==> src/rtl/rx_agc_module.sv <==
// Feedback AGC: scales packed I/Q by a 12-bit gain, measures windowed |I|+|Q|, steps gain toward TARGET.
// Latency 3 cycles agc_nd_in -> agc_rdy_out (4 with `define RX_AGC_DC_REMOVE_EN, which adds DC removal).
// No backpressure: accepts a sample every cycle, output is a one-cycle strobe.
module rx_agc_module #(
  parameter int WIN_LOG2  = 6,
  parameter int TARGET    = 4000,
  parameter int HYST      = 100,
  parameter int STEP_ACQ  = 32,
  parameter int STEP_TRK  = 4,
  parameter int LOCK_CNT  = 4,
  parameter int GAIN_INIT = 256,
  parameter int GAIN_MIN  = 16,
  parameter int GAIN_MAX  = 4095,
  parameter int DC_SHIFT  = 10
) (
  input  logic        logic_clk_in,
  input  logic        logic_rst_in,
  input  logic [31:0] data_agc_in,
  input  logic        agc_nd_in,
  input  logic        agc_freeze_in,
  output logic [31:0] data_agc_out,
  output logic        agc_rdy_out,
  output logic [11:0] agc_gain_out,
  output logic        agc_lock_out,
  output logic [16:0] agc_power_out
);

  typedef struct packed {
    logic [15:0] q;
    logic [15:0] i;
  } iq_t;

  localparam logic [0:0] ST_ACQUIRE = 1'b0;
  localparam logic [0:0] ST_TRACK   = 1'b1;

  localparam int ACC_W = 17 + WIN_LOG2;
  localparam int RUN_W = $clog2(LOCK_CNT + 1);

  localparam logic [16:0]        HI_THR = 17'(TARGET + HYST);
  localparam logic [16:0]        LO_THR = 17'(TARGET - HYST);
  localparam logic signed [13:0] STEP_A = 14'(STEP_ACQ);
  localparam logic signed [13:0] STEP_T = 14'(STEP_TRK);
  localparam logic signed [13:0] GMIN_S = 14'(GAIN_MIN);
  localparam logic signed [13:0] GMAX_S = 14'(GAIN_MAX);
  localparam logic [11:0]        GMIN12 = 12'(GAIN_MIN);
  localparam logic [11:0]        GMAX12 = 12'(GAIN_MAX);
  localparam logic [11:0]        GINIT  = 12'(GAIN_INIT);

  if (WIN_LOG2 < 1 || WIN_LOG2 > 12) begin : g_bad_win
    $error("rx_agc_module: WIN_LOG2 out of range");
  end
  if (GAIN_MIN > GAIN_INIT || GAIN_INIT > GAIN_MAX || GAIN_MAX > 4095) begin : g_bad_gain
    $error("rx_agc_module: gain limits inconsistent");
  end
  if (DC_SHIFT < 1 || DC_SHIFT > 15) begin : g_bad_dc
    $error("rx_agc_module: DC_SHIFT out of range");
  end

  // Symmetric saturation: the result never takes the value 0x8000.
  function automatic logic [15:0] sat16(input logic signed [29:0] v);
    if (v > 30'sd32767)       sat16 = 16'h7FFF;
    else if (v < -30'sd32767) sat16 = 16'h8001;
    else                      sat16 = v[15:0];
  endfunction

  function automatic logic [15:0] round_sat(input logic signed [28:0] p);
    logic signed [29:0] r;
    r = {p[28], p} + 30'sd128;
    round_sat = sat16(r >>> 8);
  endfunction

  function automatic logic [15:0] abs16(input logic [15:0] v);
    abs16 = v[15] ? (~v + 16'd1) : v;
  endfunction

  iq_t  front_dat;
  logic front_vld;

`ifdef RX_AGC_DC_REMOVE_EN
  localparam int DCW = 16 + DC_SHIFT;

  iq_t                   in_iq;
  iq_t                   dc_dat;
  logic                  dc_vld;
  logic signed [DCW-1:0] dc_acc_i, dc_acc_q;
  logic signed [15:0]    dc_i, dc_q;
  logic signed [16:0]    dif_i, dif_q;

  // Accumulator holds dc scaled by 2^DC_SHIFT, so acc += x - dc is the leaky update.
  assign in_iq = data_agc_in;
  assign dc_i  = 16'(dc_acc_i >>> DC_SHIFT);
  assign dc_q  = 16'(dc_acc_q >>> DC_SHIFT);
  assign dif_i = {in_iq.i[15], in_iq.i} - {dc_i[15], dc_i};
  assign dif_q = {in_iq.q[15], in_iq.q} - {dc_q[15], dc_q};

  always_ff @(posedge logic_clk_in) begin
    if (logic_rst_in) begin
      dc_acc_i <= '0;
      dc_acc_q <= '0;
      dc_dat   <= '0;
      dc_vld   <= 1'b0;
    end else begin
      dc_vld <= agc_nd_in;
      if (agc_nd_in) begin
        dc_acc_i <= dc_acc_i + {{(DCW-17){dif_i[16]}}, dif_i};
        dc_acc_q <= dc_acc_q + {{(DCW-17){dif_q[16]}}, dif_q};
        dc_dat.i <= sat16({{13{dif_i[16]}}, dif_i});
        dc_dat.q <= sat16({{13{dif_q[16]}}, dif_q});
      end
    end
  end

  assign front_dat = dc_dat;
  assign front_vld = dc_vld;
`else
  assign front_dat = data_agc_in;
  assign front_vld = agc_nd_in;
`endif

  // Datapath: S1 register, S2 multiply, S3 round/saturate
  iq_t               s1_dat;
  logic              s1_vld;
  logic signed [28:0] s2_prod_i, s2_prod_q;
  logic              s2_vld;
  logic signed [28:0] prod_i_c, prod_q_c, gain_x;
  logic [11:0]       gain;

  assign gain_x   = {17'd0, gain};
  assign prod_i_c = 29'($signed(s1_dat.i)) * gain_x;
  assign prod_q_c = 29'($signed(s1_dat.q)) * gain_x;

  always_ff @(posedge logic_clk_in) begin
    if (logic_rst_in) begin
      s1_dat       <= '0;
      s1_vld       <= 1'b0;
      s2_prod_i    <= '0;
      s2_prod_q    <= '0;
      s2_vld       <= 1'b0;
      data_agc_out <= '0;
      agc_rdy_out  <= 1'b0;
    end else begin
      s1_vld <= front_vld;
      if (front_vld) s1_dat <= front_dat;
      s2_vld <= s1_vld;
      if (s1_vld) begin
        s2_prod_i <= prod_i_c;
        s2_prod_q <= prod_q_c;
      end
      agc_rdy_out <= s2_vld;
      if (s2_vld) data_agc_out <= {round_sat(s2_prod_q), round_sat(s2_prod_i)};
    end
  end

  // Window power measurement
  iq_t                 out_iq;
  logic [16:0]         mag;
  logic [ACC_W-1:0]    acc;
  logic [WIN_LOG2-1:0] win_cnt;
  logic                win_end;
  logic [16:0]         avg;

  assign out_iq = data_agc_out;
  assign mag    = {1'b0, abs16(out_iq.i)} + {1'b0, abs16(out_iq.q)};
  assign avg    = 17'(acc >> WIN_LOG2);

  always_ff @(posedge logic_clk_in) begin
    if (logic_rst_in) begin
      acc     <= '0;
      win_cnt <= '0;
      win_end <= 1'b0;
    end else begin
      win_end <= agc_rdy_out && (win_cnt == '1);
      if (agc_rdy_out) win_cnt <= win_cnt + 1'b1;
      // A sample arriving on the evaluation cycle starts the next window.
      if (win_end)          acc <= agc_rdy_out ? ACC_W'(mag) : '0;
      else if (agc_rdy_out) acc <= acc + ACC_W'(mag);
    end
  end

  // Gain loop and acquire/track FSM, evaluated on the cycle after a window end
  logic [0:0]        state, state_nxt;
  logic [RUN_W-1:0]  run_cnt, run_nxt;
  logic [11:0]       gain_nxt;
  logic signed [13:0] step, g_up, g_dn;
  logic              is_high, is_low, is_in;

  always_comb begin
    is_high   = avg > HI_THR;
    is_low    = avg < LO_THR;
    is_in     = !is_high && !is_low;
    step      = (state == ST_TRACK) ? STEP_T : STEP_A;
    g_up      = $signed({2'b00, gain}) + step;
    g_dn      = $signed({2'b00, gain}) - step;
    gain_nxt  = gain;
    if (is_high)     gain_nxt = (g_dn < GMIN_S) ? GMIN12 : g_dn[11:0];
    else if (is_low) gain_nxt = (g_up > GMAX_S) ? GMAX12 : g_up[11:0];

    state_nxt = state;
    run_nxt   = run_cnt;
    if ((state == ST_ACQUIRE) == is_in) begin
      if (run_cnt == RUN_W'(LOCK_CNT - 1)) begin
        state_nxt = (state == ST_ACQUIRE) ? ST_TRACK : ST_ACQUIRE;
        run_nxt   = '0;
      end else begin
        run_nxt = run_cnt + 1'b1;
      end
    end else begin
      run_nxt = '0;
    end
  end

  always_ff @(posedge logic_clk_in) begin
    if (logic_rst_in) begin
      gain          <= GINIT;
      state         <= ST_ACQUIRE;
      run_cnt       <= '0;
      agc_lock_out  <= 1'b0;
      agc_power_out <= '0;
    end else if (win_end) begin
      agc_power_out <= avg;
      if (!agc_freeze_in) begin
        gain         <= gain_nxt;
        state        <= state_nxt;
        run_cnt      <= run_nxt;
        agc_lock_out <= (state_nxt == ST_TRACK);
      end
    end
  end

  assign agc_gain_out = gain;

endmodule
==> config.mk <==
export PLATFORM = sky130hd
export DESIGN_NAME = rx_agc_module
export DESIGN_NICKNAME = d
export VERILOG_FILES = /design/src/rtl/rx_agc_module.sv
export SDC_FILE = /design/constraint.sdc
export NUM_CORES = 1
export LEC_CHECK = 0
export BUFFER_PORTS_ARGS = -buffer_cell sky130_fd_sc_hd__buf_4
export CAP_MARGIN = 20
export CORE_UTILIZATION = 45
export CTS_CLUSTER_SIZE = 30
export DETAILED_ROUTE_END_ITERATION = 8
export PLACE_DENSITY = 0.69
export SETUP_SLACK_MARGIN = 0.02
export SYNTH_ARGS = -nofsm -noshare
export SYNTH_HDL_FRONTEND = slang
export SYNTH_SLANG_ARGS = --single-unit
==> constraint.sdc <==
create_clock -name logic_clk_in -period 7.3 [get_ports logic_clk_in]
set_input_delay 1.095 -clock logic_clk_in [delete_from_list [all_inputs] [get_ports logic_clk_in]]
set_output_delay 1.095 -clock logic_clk_in [all_outputs]
set_load 0.05 [all_outputs]
# Yosys cells after proc, flatten, opt, wreduce, memory -nomap -nowiden
# Cells that the tools add are included.
[op_classes] eq_ne=3 magnitude_cmp=8 mul=2 add_sub_neg=10 n_bitwise=4 n_mux=17 n_reduce_logical=9
[op_table] cell="16-bit 2-to-1 mux" n=6
[op_table] cell="29-bit by 9-bit adder with 30-bit output (second input constant)" n=2
[op_table] cell="16-bit by 13-bit multiplier with 29-bit output" n=2
[op_table] cell="12-bit 2-to-1 mux" n=4
[op_table] cell="23-bit 2-to-1 mux" n=2
[op_table] cell="22-bit by 16-bit greater-than comparator with 1-bit output (second input constant)" n=2
[op_table] cell="22-bit by 16-bit < comparator with 1-bit output (second input constant)" n=2
[op_table] cell="16-bit by 1-bit adder with 16-bit output (second input constant)" n=2
[op_table] cell="16-bit inverter" n=2
[op_table] cell="23-bit by 17-bit adder with 23-bit output" n=1
[op_table] cell="16-bit by 16-bit adder with 17-bit output" n=1
[op_table] cell="17-bit by 13-bit greater-than comparator with 1-bit output (second input constant)" n=1
[op_table] cell="17-bit by 12-bit < comparator with 1-bit output (second input constant)" n=1
[op_table] cell="17-bit 2-to-1 mux" n=1
[op_table] cell="12-bit by 6-bit adder with 13-bit output" n=1
[op_table] cell="13-bit by 12-bit greater-than comparator with 1-bit output (second input constant)" n=1
[op_table] cell="13-bit by 6-bit < comparator with 1-bit output (second input constant)" n=1
[op_table] cell="12-bit by 6-bit subtractor with 13-bit output" n=1
[op_table] cell="6-bit by 1-bit adder with 6-bit output (second input constant)" n=1
[op_table] cell="6-bit == test (second input constant)" n=1
[op_table] cell="3-bit 2-to-1 mux" n=2
[op_table] cell="6-bit 2-to-1 mux" n=1
[op_table] cell="4-bit AND reduction" n=1
[op_table] cell="2-bit nonzero test" n=2
[op_table] cell="other kinds (9)" n=12
[word_totals] output_inout_bits=63 in_bits=36 elab_cells=68 register_bits=188

# Longest topological paths before layout
[logic_depth] word_depth=7 depth_mapped=23 depth_no_buf=21

# Worst setup path after synthesis
# No wires, ideal clock.
[synth_path] path_type="reg2reg" startpoint="register gain[9] (netlist: agc_gain_out[9])" endpoint="register s2_prod_i[25]" stages_incl_launch_ff=21 arrival_time_ns=6.287 setup_time_ns=0.120 required_ns=7.180 setup_slack_ns=0.894 period_less_slack_ns=6.406 cell_sequence="dfxtp_1 -> clkbuf_1 -> buf_1 -> nand2_1 -> fa_1 -> inv_1 -> fa_1 -> fa_1 -> fa_1 -> inv_1 -> fa_1 -> inv_1 -> ha_1 -> a21o_1 -> a21o_1 -> a2111oi_0 -> a211oi_1 -> a311o_1 -> a21oi_1 -> nor4_1 -> a211o_1"
[synth_between] elab_chain_cells=1
[synth_lines] element="start: declaration" line="126" text="logic [11:0] gain;"
[synth_lines] element="start signal: assignment" line="222" text="gain <= gain_nxt;"
[synth_lines] element="16-bit by 13-bit multiplier with 29-bit output" line="129" text="assign prod_i_c = 29'($signed(s1_dat.i)) * gain_x;"
[synth_lines] element="end signal: assignment" line="146" text="s2_prod_i <= prod_i_c;"
[synth_lines] element="end: declaration" line="123" text="logic signed [28:0] s2_prod_i, s2_prod_q;"
# No other way between the ends.
# A chain may end at the register's enable or synchronous reset.

# Worst setup path in the final report
[layout_path] startpoint="register gain[5] (netlist: agc_gain_out[5])" endpoint="register s2_prod_i[25]"
# The elaborated chain is that of the path after synthesis.

==> implementation parameters <==
Parameter                              Value

Yosys
  Post-synth design cell area    23900 sq um
  Most common library cells after synthesis    538 x sky130_fd_sc_hd__inv_1, 350 x sky130_fd_sc_hd__fa_1, 286 x sky130_fd_sc_hd__nand2_1
  Flop and latch count out of synthesis    173
  Average size of a mapped cell    8.55 sq um
  Most frequent cell after synthesis    sky130_fd_sc_hd__inv_1
  Number of enable flip-flop cells after synthesis    0
  Cell type with the largest total area after synthesis    sky130_fd_sc_hd__fa_1
  Number of standard cells after synthesis    2800
  Asr flop ratio synth    0
  Share of the synthesized area in the top cell type    0.293
  Biggest area contributors in the synthesized netlist    sky130_fd_sc_hd__fa_1 29%, sky130_fd_sc_hd__dfxtp_1 14%, sky130_fd_sc_hd__ha_1 9.4%
  Portion of the post-synthesis area used by sequential elements    0.145
  Most common flop cell mapped by yosys    sky130_fd_sc_hd__dfxtp_1
  Yosys warnings    0
  Total nets after synthesis    3365
  Synth cell types    83

Clock network
  Root buffer cell    sky130_fd_sc_hd__clkbuf_16
  Total CTS buffers    17
  Worst skew pair latency    480 ps
  Buffers inserted during post-CTS setup optimization    0
  H-tree Lvls    4
  Post-CTS Hold Fix Bufs    0
  Cells resized by post-CTS repair    0
  Clock net sink count    173
  Maximum count of clock buffers along a single path    2
  Clock-pin slew on the worst setup and hold paths    70 ps
  Clock tree from TritonCTS    built

Placement
  HPWL after detailed placement    47100 um
  Pre-CTS worst setup slack    652 ps
  IO Port Bufs    98
  Placer's final routability congestion estimate    0.895

Worst hold path
  Launch instance of the worst min-delay path    win_cnt[5]$_SDFFE_PP0P_
  Class of the most critical hold timing path    reg2reg

Cells and area
  # diodes    0
  Synthesis-to-finish area growth    7.82%
  Seq. cell area    3460 sq um
  Total Nets Final    3378
  Filler Cell Count    4986
  Multi-input gate area    17900 sq um
  Fraction of layout cells with a size suffix above 1    0.0679

STA
  Final worst setup slack    640 ps
  Final critical delay including setup and external delays    6660 ps
  Final Cycle Share    0.912
  Max-slew violation count    0
  Transition at the pin with the smallest max-transition slack    960 ps
  Peak clock frequency supported by timing    150 MHz
  Number of hold violations in the final report    0
  Unrepaired setup endpoints after global routing    no
  Slew HR    0.358
  Final setup violation count    0
  Clock Skews    15.4 ps
  Setup TNS    0 ps

Floorplanning
  Top-level port count    99
  Die Area    54100 sq um
  Die height    233 um
  Overall die width    233 um
  Initial cell density of the core    0.456
  Core Area    52600 sq um
  Number of placement rows    84

Pwr
  Maximum VDD drop    0.000157 V
  Total leakage power    12.8 nW
  Power density over cell area    92.5 nW/um^2

Setup path
  Timing startpoint of the critical path    agc_gain_out[5]$_SDFFE_PP0P_
  Destination of the worst register-to-register timing path    s2_prod_i[25]$_SDFFE_PP0P_
  Last element of the critical path    s2_prod_i[25]$_SDFFE_PP0P_
  Startpoint class of the critical path    flop
  Slack of the worst reg-to-reg path    640 ps
  Critical R2R Launch    agc_gain_out[5]$_SDFFE_PP0P_
  Kind of end point of the critical path    flop
  Largest driver fanout on the critical path    17
  Required time reported for the critical path endpoint    7660 ps
  Arrival time of the worst setup path    7020 ps
  Setup Crit Path Kind    reg2reg
  R2R cell count    18

Global routing
  Wire length of the first global-routing pass    97600 um
  GRT Overall Usage    0.225
  Number of antenna violations at the first check in global routing    0
  Via count of the first global-routing pass    19500
  Maximum number of pins on one net before global-route repair    76
  Total gr overflow    0

Detailed routing
  Number of vias after detailed routing    18600
  Router iterations before antenna repair    5
  Drc violations    0
  Detailed Route WL    57600 um
  Final ANT Viol Nets    0
  Drt wl/cell    16.4 um
  Iteration-0 DRC count of the detailed router    1087
  Via density per instance    5.30

Run status
  Run status    finished, final reports clean

Job
  Max-capacitance violation count    0
==> worst max-delay path, stage by stage, from the launching register on <==
cell and delay (ps):
sky130_fd_sc_hd__dfxtp_1 850, sky130_fd_sc_hd__buf_4 330, sky130_fd_sc_hd__nand2_1 100, sky130_fd_sc_hd__fa_1 520, sky130_fd_sc_hd__fa_1 520, sky130_fd_sc_hd__inv_1 50, sky130_fd_sc_hd__fa_1 460, sky130_fd_sc_hd__fa_1 550
sky130_fd_sc_hd__inv_1 60, sky130_fd_sc_hd__fa_1 530, sky130_fd_sc_hd__inv_1 50, sky130_fd_sc_hd__ha_1 350, sky130_fd_sc_hd__a21o_1 190, sky130_fd_sc_hd__a2111oi_0 720, sky130_fd_sc_hd__a211oi_1 290, sky130_fd_sc_hd__a311o_1 440
sky130_fd_sc_hd__a21oi_1 220, sky130_fd_sc_hd__nor4_1 80, sky130_fd_sc_hd__a211o_1 260
==> sequential cells by signal, indices dropped and copies added, names as in the netlist <==
| name | flops |
|---|---|
| data_agc_out | 32 |
| win_end | 1 |
| s2_prod_i | 22 |
| s1_vld | 1 |
| s2_vld | 1 |
| s2_prod_q | 22 |
| agc_gain_out | 11 |
| s1_dat | 32 |
| win_cnt | 6 |
| acc | 23 |
| state | 1 |
| agc_power_out | 17 |
| run_cnt | 3 |
| agc_rdy_out | 1 |
==> cell families (layout without fill, tap and decap cells) <==
logic type | after synthesis | after routing | share of synthesized area
AO/OA/AOI/OAI | 347 | 347 | 0.0982
XOR/XNOR | 151 | 151 | 0.0552
adder cells (fa/ha/maj) | 529 | 529 | 0.386
buffers and inverters | 668 | 694 | 0.106
flip-flops | 173 | 173 | 0.145
multiplexers | 93 | 93 | 0.0391
AND/OR/NAND/NOR | 839 | 839 | 0.171
==> how the worst min path moves through the flow <==
stage	end	slack (ps)	cells after the start
after floorplan	win_end$_SDFF_PP0_	420	2
after global placement	win_end$_SDFF_PP0_	430	2
after detailed placement	win_end$_SDFF_PP0_	440	2
after CTS	win_end$_SDFF_PP0_	450	2
after global routing	win_end$_SDFF_PP0_	480	2
final	win_end$_SDFF_PP0_	450	2
==> layout make-up <==
type	count	area share
multi-input cells	1959	0.695
flip-flops and latches	173	0.134
inverters	538	0.0782
repair buffers	124	0.0361
well taps	688	0.0333
clock buffers	20	0.0173
clock inverters	12	0.00601
==> report_power, final <==
group | internal (mW) | switching, mW
Sequential | 0.970 | 0.0661
Combinational | 0.153 | 0.226
Clock | 0.524 | 0.450
==> metrics by stage <==
step / std cells / total power, mW / util / cell area [sq um] / hold WS, ps
2_1_floorplan: 2800 / 1.32 / - / 23900 / 419
3_3_place_gp: 3482 / 1.42 / 0.480 / 25200 / 431
3_5_place_dp: 3482 / 1.44 / 0.480 / 25200 / 437
4_1_cts: 3514 / 2.41 / 0.491 / 25800 / 448
5_1_grt: 3514 / 2.51 / 0.491 / 25800 / 482
6_report: 3514 / 2.39 / 0.491 / 25800 / 452
==> cell usage in the layout (no fill, tap or decap), types with 6 or more instances in the layout <==
master and n:
sky130_fd_sc_hd__ha_1 179, sky130_fd_sc_hd__o41ai_1 6, sky130_fd_sc_hd__nand3_1 36, sky130_fd_sc_hd__inv_1 538, sky130_fd_sc_hd__clkbuf_16 17, sky130_fd_sc_hd__a31oi_1 13
sky130_fd_sc_hd__o31ai_1 9, sky130_fd_sc_hd__o22ai_1 11, sky130_fd_sc_hd__o21ai_0 68, sky130_fd_sc_hd__or2_2 12, sky130_fd_sc_hd__xnor2_1 110, sky130_fd_sc_hd__a221o_1 13
sky130_fd_sc_hd__xor2_1 41, sky130_fd_sc_hd__or3_1 19, sky130_fd_sc_hd__dfxtp_1 172, sky130_fd_sc_hd__nand4_1 23, sky130_fd_sc_hd__nand2_1 286, sky130_fd_sc_hd__nor3_1 33
sky130_fd_sc_hd__nor2_1 179, sky130_fd_sc_hd__a21oi_1 80, sky130_fd_sc_hd__nand2b_1 17, sky130_fd_sc_hd__o21bai_1 14, sky130_fd_sc_hd__and2_1 162, sky130_fd_sc_hd__mux2i_1 89
sky130_fd_sc_hd__a211oi_1 30, sky130_fd_sc_hd__o21a_1 12, sky130_fd_sc_hd__and3_1 16, sky130_fd_sc_hd__fa_1 350, sky130_fd_sc_hd__nor2b_1 15, sky130_fd_sc_hd__buf_4 124
sky130_fd_sc_hd__a21o_1 24
==> metal layers <==
layer | part of all wire | GRT usage
met5 | 0 | 0
met3 | 0.046 | 0.0322
met4 | 0.015 | 0.0588
met2 | 0.49 | 0.388
met1 | 0.45 | 0.293
Power figures use the tool's default switching activity.
